## src/rtl/demultiplex_pkg.sv

```systemverilog
// ---------------------------------------------------------------------------
// demultiplex_pkg
// Shared type definitions for the demultiplexer slice.
// Contents:
//   skid_state_e - occupancy of a two-entry skid stage, encoded as
//                  {skid_valid, output_valid}. The (1,0) code is unreachable.
// ---------------------------------------------------------------------------
package demultiplex_pkg;

    typedef enum logic [1:0] {
        ST_EMPTY = 2'b00,
        ST_BUSY  = 2'b01,
        ST_FULL  = 2'b11
    } skid_state_e;

endpackage

```

## src/rtl/demultiplex_if.sv

```systemverilog
// ---------------------------------------------------------------------------
// demultiplex_if
// Bundles the stream signals around the demultiplexer.
// Signals:
//   s_stb / s_dat / s_rdy : tagged input stream, s_dat = {tag, payload}
//   m_stb / m_dat / m_rdy : per-channel output streams; all m_dat lanes
//                           carry the same payload
//   err                   : sticky out-of-range-tag flag
// Modports:
//   slave  : the demultiplexer's view
//   master : the surrounding environment's view
// ---------------------------------------------------------------------------
interface demultiplex_if #(
    parameter int W = 8,
    parameter int N = 2
);
    localparam int T = $clog2(N);

    logic             s_stb;
    logic [T+W-1:0]   s_dat;
    logic             s_rdy;
    logic [N-1:0]     m_stb;
    logic [N*W-1:0]   m_dat;
    logic [N-1:0]     m_rdy;
    logic             err;

    modport slave (
        input  s_stb, s_dat, m_rdy,
        output s_rdy, m_stb, m_dat, err
    );

    modport master (
        output s_stb, s_dat, m_rdy,
        input  s_rdy, m_stb, m_dat, err
    );
endinterface

```

## src/rtl/demultiplex_skid_buffer.sv

```systemverilog
// ---------------------------------------------------------------------------
// skid_buffer
// Two-entry registered stb/rdy stage. The output register feeds out_*;
// the skid register catches the one word that can arrive while the
// output is stalled, so in_rdy_o can be registered and still allow
// one word per cycle.
// Ports:
//   clk, rst            : clock, asynchronous active-high reset
//   in_stb_i/in_dat_i   : upstream word
//   in_rdy_o            : upstream ready (registered)
//   out_stb_o/out_dat_o : downstream word (registered)
//   out_rdy_i           : downstream ready
// ---------------------------------------------------------------------------
module skid_buffer
    import demultiplex_pkg::*;
#(
    parameter int W = 8
) (
    input  logic         clk,
    input  logic         rst,
    input  logic         in_stb_i,
    input  logic [W-1:0] in_dat_i,
    output logic         in_rdy_o,
    output logic         out_stb_o,
    output logic [W-1:0] out_dat_o,
    input  logic         out_rdy_i
);

    skid_state_e  state_q, state_d;
    logic [W-1:0] out_dat_q, out_dat_d;
    logic [W-1:0] skid_dat_q, skid_dat_d;
    logic         in_rdy_q, in_rdy_d;
    logic         ovld_s;
    logic         accept_s;
    logic         drain_s;

    assign ovld_s    = (state_q == ST_BUSY) || (state_q == ST_FULL);
    assign accept_s  = in_stb_i & in_rdy_q;
    assign drain_s   = ovld_s & out_rdy_i;
    assign in_rdy_o  = in_rdy_q;
    assign out_stb_o = ovld_s;
    assign out_dat_o = out_dat_q;

    // Next-state and data-path steering for the two storage entries
    always_comb begin
        state_d    = state_q;
        out_dat_d  = out_dat_q;
        skid_dat_d = skid_dat_q;
        case (state_q)
            ST_EMPTY: begin
                if (accept_s) begin
                    out_dat_d = in_dat_i;
                    state_d   = ST_BUSY;
                end else begin
                    state_d   = ST_EMPTY;
                end
            end
            ST_BUSY: begin
                if (accept_s && drain_s) begin
                    // Reload the output on the draining edge: no bubble.
                    out_dat_d  = in_dat_i;
                    state_d    = ST_BUSY;
                end else if (accept_s) begin
                    skid_dat_d = in_dat_i;
                    state_d    = ST_FULL;
                end else if (drain_s) begin
                    state_d    = ST_EMPTY;
                end else begin
                    state_d    = ST_BUSY;
                end
            end
            ST_FULL: begin
                if (drain_s) begin
                    out_dat_d = skid_dat_q;
                    state_d   = ST_BUSY;
                end else begin
                    state_d   = ST_FULL;
                end
            end
            default: begin
                state_d = ST_EMPTY;
            end
        endcase
        // Ready is computed from the next state so it never depends on
        // out_rdy_i combinationally at the output.
        in_rdy_d = (state_d != ST_FULL);
    end

    // State, storage and ready registers
    always_ff @(posedge clk or posedge rst) begin
        if (rst) begin
            state_q    <= ST_EMPTY;
            out_dat_q  <= '0;
            skid_dat_q <= '0;
            in_rdy_q   <= 1'b0;
        end else begin
            state_q    <= state_d;
            out_dat_q  <= out_dat_d;
            skid_dat_q <= skid_dat_d;
            in_rdy_q   <= in_rdy_d;
        end
    end

endmodule

```

## src/rtl/demultiplex.sv

```systemverilog
// ---------------------------------------------------------------------------
// demultiplex
// Tag-steered stream demultiplexer. Words {tag, payload} are buffered in a
// two-entry skid stage and presented on channel `tag`. Delivery is strictly
// in order: a stalled head word blocks every channel. Words whose tag is
// not below N are accepted, dropped, and set the sticky err flag.
// Ports:
//   clk, rst : clock, asynchronous active-high reset
//   bus      : demultiplex_if.slave (s_stb/s_dat/s_rdy, m_stb/m_dat/m_rdy, err)
// ---------------------------------------------------------------------------
module demultiplex
    import demultiplex_pkg::*;
#(
    parameter int W = 8,
    parameter int N = 2
) (
    input  logic           clk,
    input  logic           rst,
    demultiplex_if.slave   bus
);

    localparam int         T     = $clog2(N);
    localparam logic [T:0] N_LIM = (T+1)'(N);

    logic [T-1:0]   in_tag_s;
    logic           tag_ok_s;
    logic           skid_in_stb_s;
    logic           s_rdy_s;
    logic           ovld_s;
    logic [T+W-1:0] ohead_s;
    logic [T-1:0]   otag_s;
    logic           sel_rdy_s;
    logic [N-1:0]   m_stb_s;
    logic           err_q, err_d;

    assign in_tag_s      = bus.s_dat[T+W-1:W];
    assign tag_ok_s      = ({1'b0, in_tag_s} < N_LIM);
    // Bad-tag words never reach storage; they are swallowed by the handshake.
    assign skid_in_stb_s = bus.s_stb & tag_ok_s;
    assign otag_s        = ohead_s[T+W-1:W];

    skid_buffer #(
        .W (T+W)
    ) u_skid (
        .clk       (clk),
        .rst       (rst),
        .in_stb_i  (skid_in_stb_s),
        .in_dat_i  (bus.s_dat),
        .in_rdy_o  (s_rdy_s),
        .out_stb_o (ovld_s),
        .out_dat_o (ohead_s),
        .out_rdy_i (sel_rdy_s)
    );

    // Tag decode: one-hot channel strobe and the selected channel's ready
    always_comb begin
        m_stb_s   = '0;
        sel_rdy_s = 1'b0;
        for (int k = 0; k < N; k++) begin
            if (otag_s == T'(k)) begin
                m_stb_s[k] = ovld_s;
                sel_rdy_s  = bus.m_rdy[k];
            end else begin
                m_stb_s[k] = 1'b0;
            end
        end
    end

    // Sticky error next-state: set on accepting an out-of-range tag
    always_comb begin
        if (bus.s_stb && s_rdy_s && !tag_ok_s) begin
            err_d = 1'b1;
        end else begin
            err_d = err_q;
        end
    end

    // Error flag register
    always_ff @(posedge clk or posedge rst) begin
        if (rst) begin
            err_q <= 1'b0;
        end else begin
            err_q <= err_d;
        end
    end

    assign bus.s_rdy = s_rdy_s;
    assign bus.m_stb = m_stb_s;
    assign bus.m_dat = {N{ohead_s[W-1:0]}};
    assign bus.err   = err_q;

endmodule

```

## src/flat_wrapper.sv

```systemverilog
// flat-port wrapper written by rule: the top's interface ports become plain ports
module demultiplex_flat import demultiplex_pkg::*;
#(
    parameter int W = 8,
    parameter int N = 2
)
  (clk, rst, bus_s_stb, bus_s_dat, bus_m_rdy, bus_s_rdy, bus_m_stb, bus_m_dat, bus_err);
  demultiplex_if #(.W(W), .N(N)) bus_i ();
  input  logic clk;
  input  logic rst;
  input wire logic [$bits(bus_i.s_stb)-1:0] bus_s_stb;
  input wire logic [$bits(bus_i.s_dat)-1:0] bus_s_dat;
  input wire logic [$bits(bus_i.m_rdy)-1:0] bus_m_rdy;
  output wire logic [$bits(bus_i.s_rdy)-1:0] bus_s_rdy;
  output wire logic [$bits(bus_i.m_stb)-1:0] bus_m_stb;
  output wire logic [$bits(bus_i.m_dat)-1:0] bus_m_dat;
  output wire logic [$bits(bus_i.err)-1:0] bus_err;
  assign bus_i.s_stb = bus_s_stb;
  assign bus_i.s_dat = bus_s_dat;
  assign bus_i.m_rdy = bus_m_rdy;
  assign bus_s_rdy = bus_i.s_rdy;
  assign bus_m_stb = bus_i.m_stb;
  assign bus_m_dat = bus_i.m_dat;
  assign bus_err = bus_i.err;
  demultiplex #(.W(W), .N(N)) u_core (.clk(clk), .rst(rst), .bus(bus_i));
endmodule
```

## config.mk

```make
export PLATFORM = sky130hd
export DESIGN_NAME = demultiplex_flat
export DESIGN_NICKNAME = d
export VERILOG_FILES = /design/src/rtl/demultiplex_pkg.sv /design/src/rtl/demultiplex_if.sv /design/src/rtl/demultiplex_skid_buffer.sv /design/src/rtl/demultiplex.sv /design/src/flat_wrapper.sv
export SDC_FILE = /design/constraint.sdc
export NUM_CORES = 1
export LEC_CHECK = 0
export ABC_AREA = 1
export CAP_MARGIN = 5
export CORE_MARGIN = 8
export CORE_UTILIZATION = 44
export CTS_BUF_LIST = sky130_fd_sc_hd__clkbuf_2
export DETAILED_ROUTE_END_ITERATION = 10
export GPL_TIMING_DRIVEN = 0
export MAX_ROUTING_LAYER = met4
export PLACE_DENSITY = 0.76
export SETUP_SLACK_MARGIN = 0.2
export SLEW_MARGIN = 40
export SYNTH_ARGS = -nofsm -noshare
export SYNTH_HDL_FRONTEND = slang
export SYNTH_SLANG_ARGS = --single-unit
```

## constraint.sdc

```tcl
create_clock -name clk -period 1.1 [get_ports clk]
set_input_delay 0.22 -clock clk [delete_from_list [all_inputs] [get_ports clk]]
set_output_delay 0.22 -clock clk [all_outputs]
set_load 0.005 [all_outputs]
```

# Yosys cells after proc, flatten, opt, wreduce, memory -nomap -nowiden
# Cells that the tools add are included.
[classes] eq_ne=6 mux=13 bitwise_logic=3 reduce_logical=6
[ops] cell="$mux W9" n=3
[ops] cell="$pmux W9 S3" n=1
[ops] cell="$mux W2" n=3
[ops] cell="$ne A2 B2 Y1 const B" n=3
[ops] cell="$pmux W2 S3" n=1
[ops] cell="$mux W1" n=5
[ops] cell="$reduce_and A4 Y1" n=1
[ops] cell="$reduce_and A3 Y1" n=1
[ops] cell="$reduce_bool A3 Y1" n=1
[ops] cell="$and A1 B1 Y1" n=2
[ops] cell="$eq A2 B1 Y1 const B" n=1
[ops] cell="$eq A2 B2 Y1 const B" n=1
[ops] cell="$logic_not A2 Y1" n=1
[ops] cell="$ne A2 B1 Y1 const B" n=1
[ops] cell="$logic_and A1 B1 Y1" n=1
[ops] cell="$logic_or A1 B1 Y1" n=1
[ops] cell="$not A1 Y1" n=1
[totals] regBits=21 input_bits=14 out_inout_bits=20 word_cells=32

# Depth between registers and ports, before layout
# Gate-level depths: netlist (run 1).
[depth] ltp_word=8 ltp_mapped=7 ltp_nobuf=6

# Hierarchy
# Synthesis (run 1) repeated with hierarchy kept, for this count alone.
[unflattened] hier_cells=143 area_unflattened_um2=1088.5
[by_module_without_submodules] mod="skid_buffer" instances=1 cells_per_inst=125 area_each_um2=987.2 seq_area_each_um2=525.5
[by_module_without_submodules] mod="demultiplex" instances=1 cells_per_inst=18 area_each_um2=101.3 seq_area_each_um2=0.0

# Worst setup path before layout (run 1)
# OpenSTA, ideal clock, no wires.
[synth_path] kind="reg-to-reg" from="register u_core.u_skid.out_dat_q[8] (netlist: u_core.u_skid.out_dat_o[8])" to="register u_core.u_skid.skid_dat_q[0]" setup_ps=117 arrival_ps=978 required_ps=983 setup_slack_ps=6 path_stages_with_launch=8 path_buffers=1 period_less_slack_ps=1094 cell_sequence="dfrtp_1 inv_1 nand3_1 nand2_1 buf_4 nand2_4 nand2_1 nand2_1"
[synth_via] elab_chain_cells=5
[synth_lines] item="start, declared" line="demultiplex_skid_buffer.sv:30" text="logic [W-1:0] out_dat_q, out_dat_d;"
[synth_lines] item="start signal, assigned" line="demultiplex_skid_buffer.sv:98" text="out_dat_q <= out_dat_d;"
[synth_lines] item="$mux W1" line="demultiplex.sv:60" text="if (otag_s == T'(k)) begin"
[synth_lines] item="$and A1 B1 Y1" line="demultiplex_skid_buffer.sv:39" text="assign drain_s = ovld_s & out_rdy_i;"
[synth_lines] item="$logic_and A1 B1 Y1" line="demultiplex_skid_buffer.sv:59" text="if (accept_s && drain_s) begin"
[synth_lines] item="$not A1 Y1 (no source line)"
[synth_lines] item="$reduce_and A3 Y1 (no source line)"
[synth_lines] item="end signal, assigned" line="demultiplex_skid_buffer.sv:99" text="skid_dat_q <= skid_dat_d;"
[synth_lines] item="end, declared" line="demultiplex_skid_buffer.sv:31" text="logic [W-1:0] skid_dat_q, skid_dat_d;"
# No other way between the ends.
# A chain may end at the register's enable or synchronous reset.

# Worst setup path after layout (run 1)
[layout_path] from="register u_core.u_skid.state_q[0]" to="register u_core.u_skid.out_dat_q[1] (netlist: u_core.u_skid.out_dat_o[1])"
[layout_via] elab_chain_cells=6 word_cells_on_any_way=12 classes_between="eq/ne (5); mux (1); bitwise (1); reduce/logical (5)"
[layout_lines] item="start, declared" line="demultiplex_skid_buffer.sv:29" text="skid_state_e state_q, state_d;"
[layout_lines] item="start signal, assigned" line="demultiplex_skid_buffer.sv:97" text="state_q <= state_d;"
[layout_lines] item="$eq A2 B1 Y1 or $eq A2 B2 Y1 (tied branches)" line="demultiplex_skid_buffer.sv:37, demultiplex_skid_buffer.sv:49"
[layout_lines] item="$logic_or A1 B1 Y1" line="demultiplex_skid_buffer.sv:37" text="assign ovld_s = (state_q == ST_BUSY) || (state_q == ST_FULL);"
[layout_lines] item="$and A1 B1 Y1" line="demultiplex_skid_buffer.sv:39"
[layout_lines] item="$logic_and A1 B1 Y1" line="demultiplex_skid_buffer.sv:59"
[layout_lines] item="$ne A2 B1 Y1 (no source line)"
[layout_lines] item="$reduce_and A4 Y1 (no source line)"
# Parallel ways exist; a longest one is shown, timed or not.

==> results of run 1 <==
## registers in the layout, indices dropped and copies added, names as in the netlist
signal	count
u_core.u_skid.out_dat_o	9
u_core.u_skid.state_q	2
u_core.u_skid.in_rdy_o	1
u_core.u_skid.skid_dat_q	9
## what timing repair did
item | in CTS | in global routing
endpoints found under the setup margin | 40 | 40
gates cloned | 3 | 1
gates resized for setup | 138 | 12
pin swaps | 12 | 2
setup buffers | 15 | 5
## routing by layer
layer / vias to the layer above / wire (um) / GRT usage
li1: 586 / - / -
met1: 560 / 1380 / 0.174
met2: 45 / 1860 / 0.271
met3: 6 / 222 / 0.0232
met4: 0 / 64 / 0.0444
met5: - / 0 / -
## cell type report
cell class,count,area share
timing repair buffer,54,0.275
multi-input combinational,99,0.273
sequential,21,0.268
buffer,22,0.125
inverter,16,0.0306
tap,30,0.0191
clock buffer,4,0.0102
## cells in the final DEF, fill, tap and decap left out, types with 9 or more instances in the layout
master	netlist	layout
nand2_1	62	48
buf_6	0	47
dfrtp_1	21	21
nand3_1	21	20
inv_1	16	13
clkdlybuf4s50_1	0	13
nand2_2	0	11
buf_4	19	11
o21bai_1	9	9
## kinds of logic (layout without fill, tap and decap cells)
group | after synthesis | after routing | synth area share
and+or+nand+nor | 87 | 89 | 0.310
buffers and inverters | 38 | 96 | 0.184
DFF | 21 | 21 | 0.446
AOI/OAI and AO/OA | 9 | 9 | 0.0573
other | 1 | 1 | 0.00318
## stage by stage
| step | std cells | util | worst slack [ns] | hold slack (ns) | cell area [um2] |
|---|---|---|---|---|---|
| after floorplan | 156 | - | 0.0498 | 0.197 | 1200 |
| after global placement | 218 | 0.623 | -0.566 | 0.449 | 1560 |
| after detailed placement | 218 | 0.623 | -0.613 | 0.455 | 1560 |
| after CTS | 240 | 0.745 | -0.232 | 0.349 | 1860 |
| after global routing | 246 | 0.786 | -0.369 | 0.206 | 1960 |
| final | 246 | 0.786 | -0.301 | 0.213 | 1960 |
## worst max path at each step
stage,depth (start not counted),start,slack [ns],to
2_1_floorplan,7,u_core.u_skid.out_dat_o[8],0.05,u_core.u_skid.skid_dat_q[0]
3_3_place_gp,4,u_core.u_skid.state_q[0],-0.57,bus_m_stb[1]
3_5_place_dp,4,u_core.u_skid.state_q[0],-0.61,bus_m_stb[1]
4_1_cts,4,u_core.u_skid.state_q[0],-0.23,bus_m_stb[1]
5_1_grt,7,u_core.u_skid.state_q[0],-0.37,u_core.u_skid.out_dat_o[1]
6_report,7,u_core.u_skid.state_q[0],-0.30,u_core.u_skid.out_dat_o[1]
## where the power goes
part | switching [mW] | internal (mW)
clock | 0.227 | 0.0963
combinational | 1.62 | 2.30
sequential | 0.316 | 1.13
total | 2.17 | 3.52
==> run metrics, run 1 <==
top cells by area, synth=dfrtp_1 (45%), nand2_1 (20%), buf_4 (12%); ANT cells=0; Final Power=5.69 mW; final setup vio count=39; first-pass GRT wire length=5.29 mm; number of buffers inserted by port buffering=32; synthesized instance count=156; worst reg2reg path depth=7; reg2reg start=u_core.u_skid.state_q[0]; Leak=1.08 nW; CTS hold repair buffers=0; Main synth FF type=dfrtp_1; dpl hpwl=1.97 mm; WP data required=1.33 ns; global route overflow=0; fillers=163; RSZ-0062 raised after global routing=true; mapped cell area=1180 um2; final weighted congestion in routability-driven placement=0.825; crit-path max cell delay=0.46 ns; IO Pins=34; MaxCap Viol Count=0; share of cells above drive strength 1=0.417; wire per inst=14.3 um; post-DR vias/cell=4.87; GRT Total Usage=0.153; top-area cell type share of the netlist area=0.446; IR Drop Worst-Case VDD=2.00 mV; CTS buffer count=3; Initial Utilization=0.471; Final min period=1.40 ns; #FFs+latches synth=21; Residual DRC=0; buffers and inverters on the worst path=3; die area=4590 um2; EDFF count, synth=0; Final Hold Viols=0; type of the worst min-delay path=in -> async; Die Wd=67.8 um; power density over the cells=2900 nW/um2; FMAX=714 MHz; Bufs on Longest Clock Path=2; clock root cell=clkbuf_2; Antenna Nets Post-Route=0; Worst Path Arrival=1.63 ns; max-slew violations=0; WS Path Type=reg -> reg; nets=231; setup_tns=-7.56 ns; status=finished, violations left; Synth Net Count=170; Async S/R FF share, synth=1.00; crit path max-delay cell type=dfrtp_1; area occupied by multi-input gates=536 um2; Netlist cell types=12; largest net degree at the start of global routing=22; R2R Setup Slk=-0.30 ns; Pre-antenna DRT Iters=4; Reg2Reg Capture Point=u_core.u_skid.out_dat_o[1]; DRT Wirelength=3.53 mm; via count=1197; period utilisation layout=1.27; Critical Path, Cell by Cell=buf_6 -> buf_6 -> nand3_4 -> nand2_4 -> buf_6 -> o21bai_1 -> nand2_1; synth warn=0; clock insertion delay at the later pin of the skew report=0.31 ns; initial drt markers=74; CTS H-tree lvls=1; Seq/Total Area, Yosys=0.446; core area=2500 um2; Post-Syn Area per Cell=7.56 um2; Startpoint Class=register; failing checks=negative setup slack; most common cell in the netlist=nand2_1; Critical Path Fanout Max=5; Sink Count=21; Fin Clk Skew=0.0115 ns; post-route setup slack=-0.301 ns; CP delay by family, top=flip-flops; Synth area leader=dfrtp_1; Clock transition at path regs=0.20 ns; Area growth, synth to finish=66.7%; vias in the first global route=1173; FP Rows=18; CTS tree=built; Die Ht=67.8 um; CP most frequent cell=buf_6; Setup crit end kind=register; initial antenna violation count=0; commonest cells in the netlist=nand2_1 (62), dfrtp_1 (21), nand3_1 (21); register area=526 um2
No activity file was read; power rests on OpenSTA's default activity.
==> run 2, diff against run 1 <==
--- a/config.mk
+++ b/config.mk
@@ -7,7 +7,7 @@
 export LEC_CHECK = 0
 export ABC_AREA = 1
 export CAP_MARGIN = 5
-export CORE_MARGIN = 8
+export CORE_MARGIN = 4
 export CORE_UTILIZATION = 44
 export CTS_BUF_LIST = sky130_fd_sc_hd__clkbuf_2
 export DETAILED_ROUTE_END_ITERATION = 10
==> run metrics, run 2 (synthesis results as in run 1) <==
status=finished, violations left; failing checks=negative setup slack; IO Pins=34; Die Wd=59.8 um; RSZ-0062 raised after global routing=true; most frequent cells in the layout=nand2_1 (48), buf_6 (44), dfrtp_1 (20); period utilisation layout=1.23; crit path max-delay cell type=dfrtp_1; WHS=0.196 ns; area occupied by multi-input gates=579 um2; WS Path Type=reg -> reg; register area=527 um2; CTS tree=built; clock root cell=clkbuf_2; post-route insts no fill=242; final weighted congestion in routability-driven placement=0.802; Setup crit end kind=register; nets=227; DRT Wirelength=3.26 mm; largest net degree at the start of global routing=22; Critical Path, Cell by Cell=buf_6 -> buf_6 -> nand3_4 -> nand2_8 -> buf_8 -> nand2_8 -> nand2_2 -> nand2_1; Fin Clk Skew=0.00351 ns; clock insertion delay at the later pin of the skew report=0.31 ns; Clock transition at path regs=0.21 ns; GRT Total Usage=0.199; core area=2520 um2; Cells after DPL=218; IR Drop Worst-Case VDD=2.25 mV; global route overflow=0; Final min period=1.35 ns; wire per inst=13.5 um; FMAX=739 MHz; power density over the cells=2850 nW/um2; Final Hold Viols=0; die area=3570 um2; max-slew violations=0; Area growth, synth to finish=67.2%; via count=1195; Leak=1.05 nW; first-pass GRT wire length=5.24 mm; CP delay by family, top=flip-flops; vias in the first global route=1176; fillers=174; Final Power=5.62 mW; post-DR vias/cell=4.94; setup_tns=-7.31 ns; Die Ht=59.8 um; buffers and inverters on the worst path=3; dpl hpwl=1.86 mm; Critical Path Fanout Max=6; share of cells above drive strength 1=0.410; most common cell after layout, fill and taps aside=nand2_1; MaxCap Viol Count=0; Worst Path Arrival=1.59 ns; initial antenna violation count=0; ANT cells=0; Pre-antenna DRT Iters=4; WP data required=1.34 ns; Residual DRC=0; Antenna Nets Post-Route=0; Bufs on Longest Clock Path=2; FP Rows=18; number of buffers inserted by port buffering=32; Startpoint Class=register; post-route setup slack=-0.254 ns; CTS H-tree lvls=1; Initial Utilization=0.467; Sink Count=21; initial drt markers=35; CTS buffer count=3; type of the worst min-delay path=in -> async; final setup vio count=39; crit-path max cell delay=0.44 ns
==> run 2: final timing paths <==
kind | start | endpoint | slack (ns) | cells past startpoint
setup / recovery | u_core.u_skid.state_q[0] | u_core.u_skid.skid_dat_q[6] | -0.25 | 8
hold / removal | rst | u_core.u_skid.out_dat_o[4] | 0.20 | 2
setup reg to reg | u_core.u_skid.state_q[0] | u_core.u_skid.skid_dat_q[6] | -0.25 | 8
hold reg to reg | u_core.u_skid.skid_dat_q[4] | u_core.u_skid.skid_dat_q[4] | 0.50 | 2
max in group asynchronous | rst | u_core.u_skid.state_q[1] | 0.58 | 2
min in group clk | bus_s_dat[0] | u_core.u_skid.skid_dat_q[0] | 0.45 | 3
==> run 2: area by class of cell <==
type                    count  share of cell area
plain buffers              22               0.123
repair buffers             50               0.255
inverters                  16              0.0317
clock inverters             1             0.00254
multi-input cells          99               0.294
well taps                  30              0.0190
flip-flops and latches     21               0.267
clock buffers               3             0.00762
==> run 2: timing repair <==
| item | CTS | global route |
|---|---|---|
| setup buffers | 14 | 2 |
| pin swaps | 3 | 13 |
| resized for setup | 141 | 13 |
| hold buffers | 0 | 0 |
| endpoints found under the setup margin | 40 | 40 |
| gates cloned | 4 | 0 |
==> run 2: power breakdown <==
| group | total [mW] | internal (mW) | switching [mW] |
|---|---|---|---|
| logic | 3.86 | 2.22 | 1.64 |
| clock network | 0.323 | 0.0825 | 0.240 |
| registers | 1.43 | 1.13 | 0.303 |
==> run 2: per-stage QoR <==
step	worst slack (ns)	cell area [um2]	utilization
after floorplan	0.0498	1200	-
after CTS	-0.216	1890	0.750
final	-0.254	1970	0.781
after detailed placement	-0.581	1560	0.617
after global routing	-0.333	1970	0.781
after global placement	-0.552	1560	0.617
==> run 2: routing by layer <==
metal  global-route usage  wire [um]  up-vias
li1                     -          -      580
met1                0.220       1220      567
met2                0.369       1790       42
met3               0.0238        202        6
met4               0.0570         44        0
met5                    -          0        -
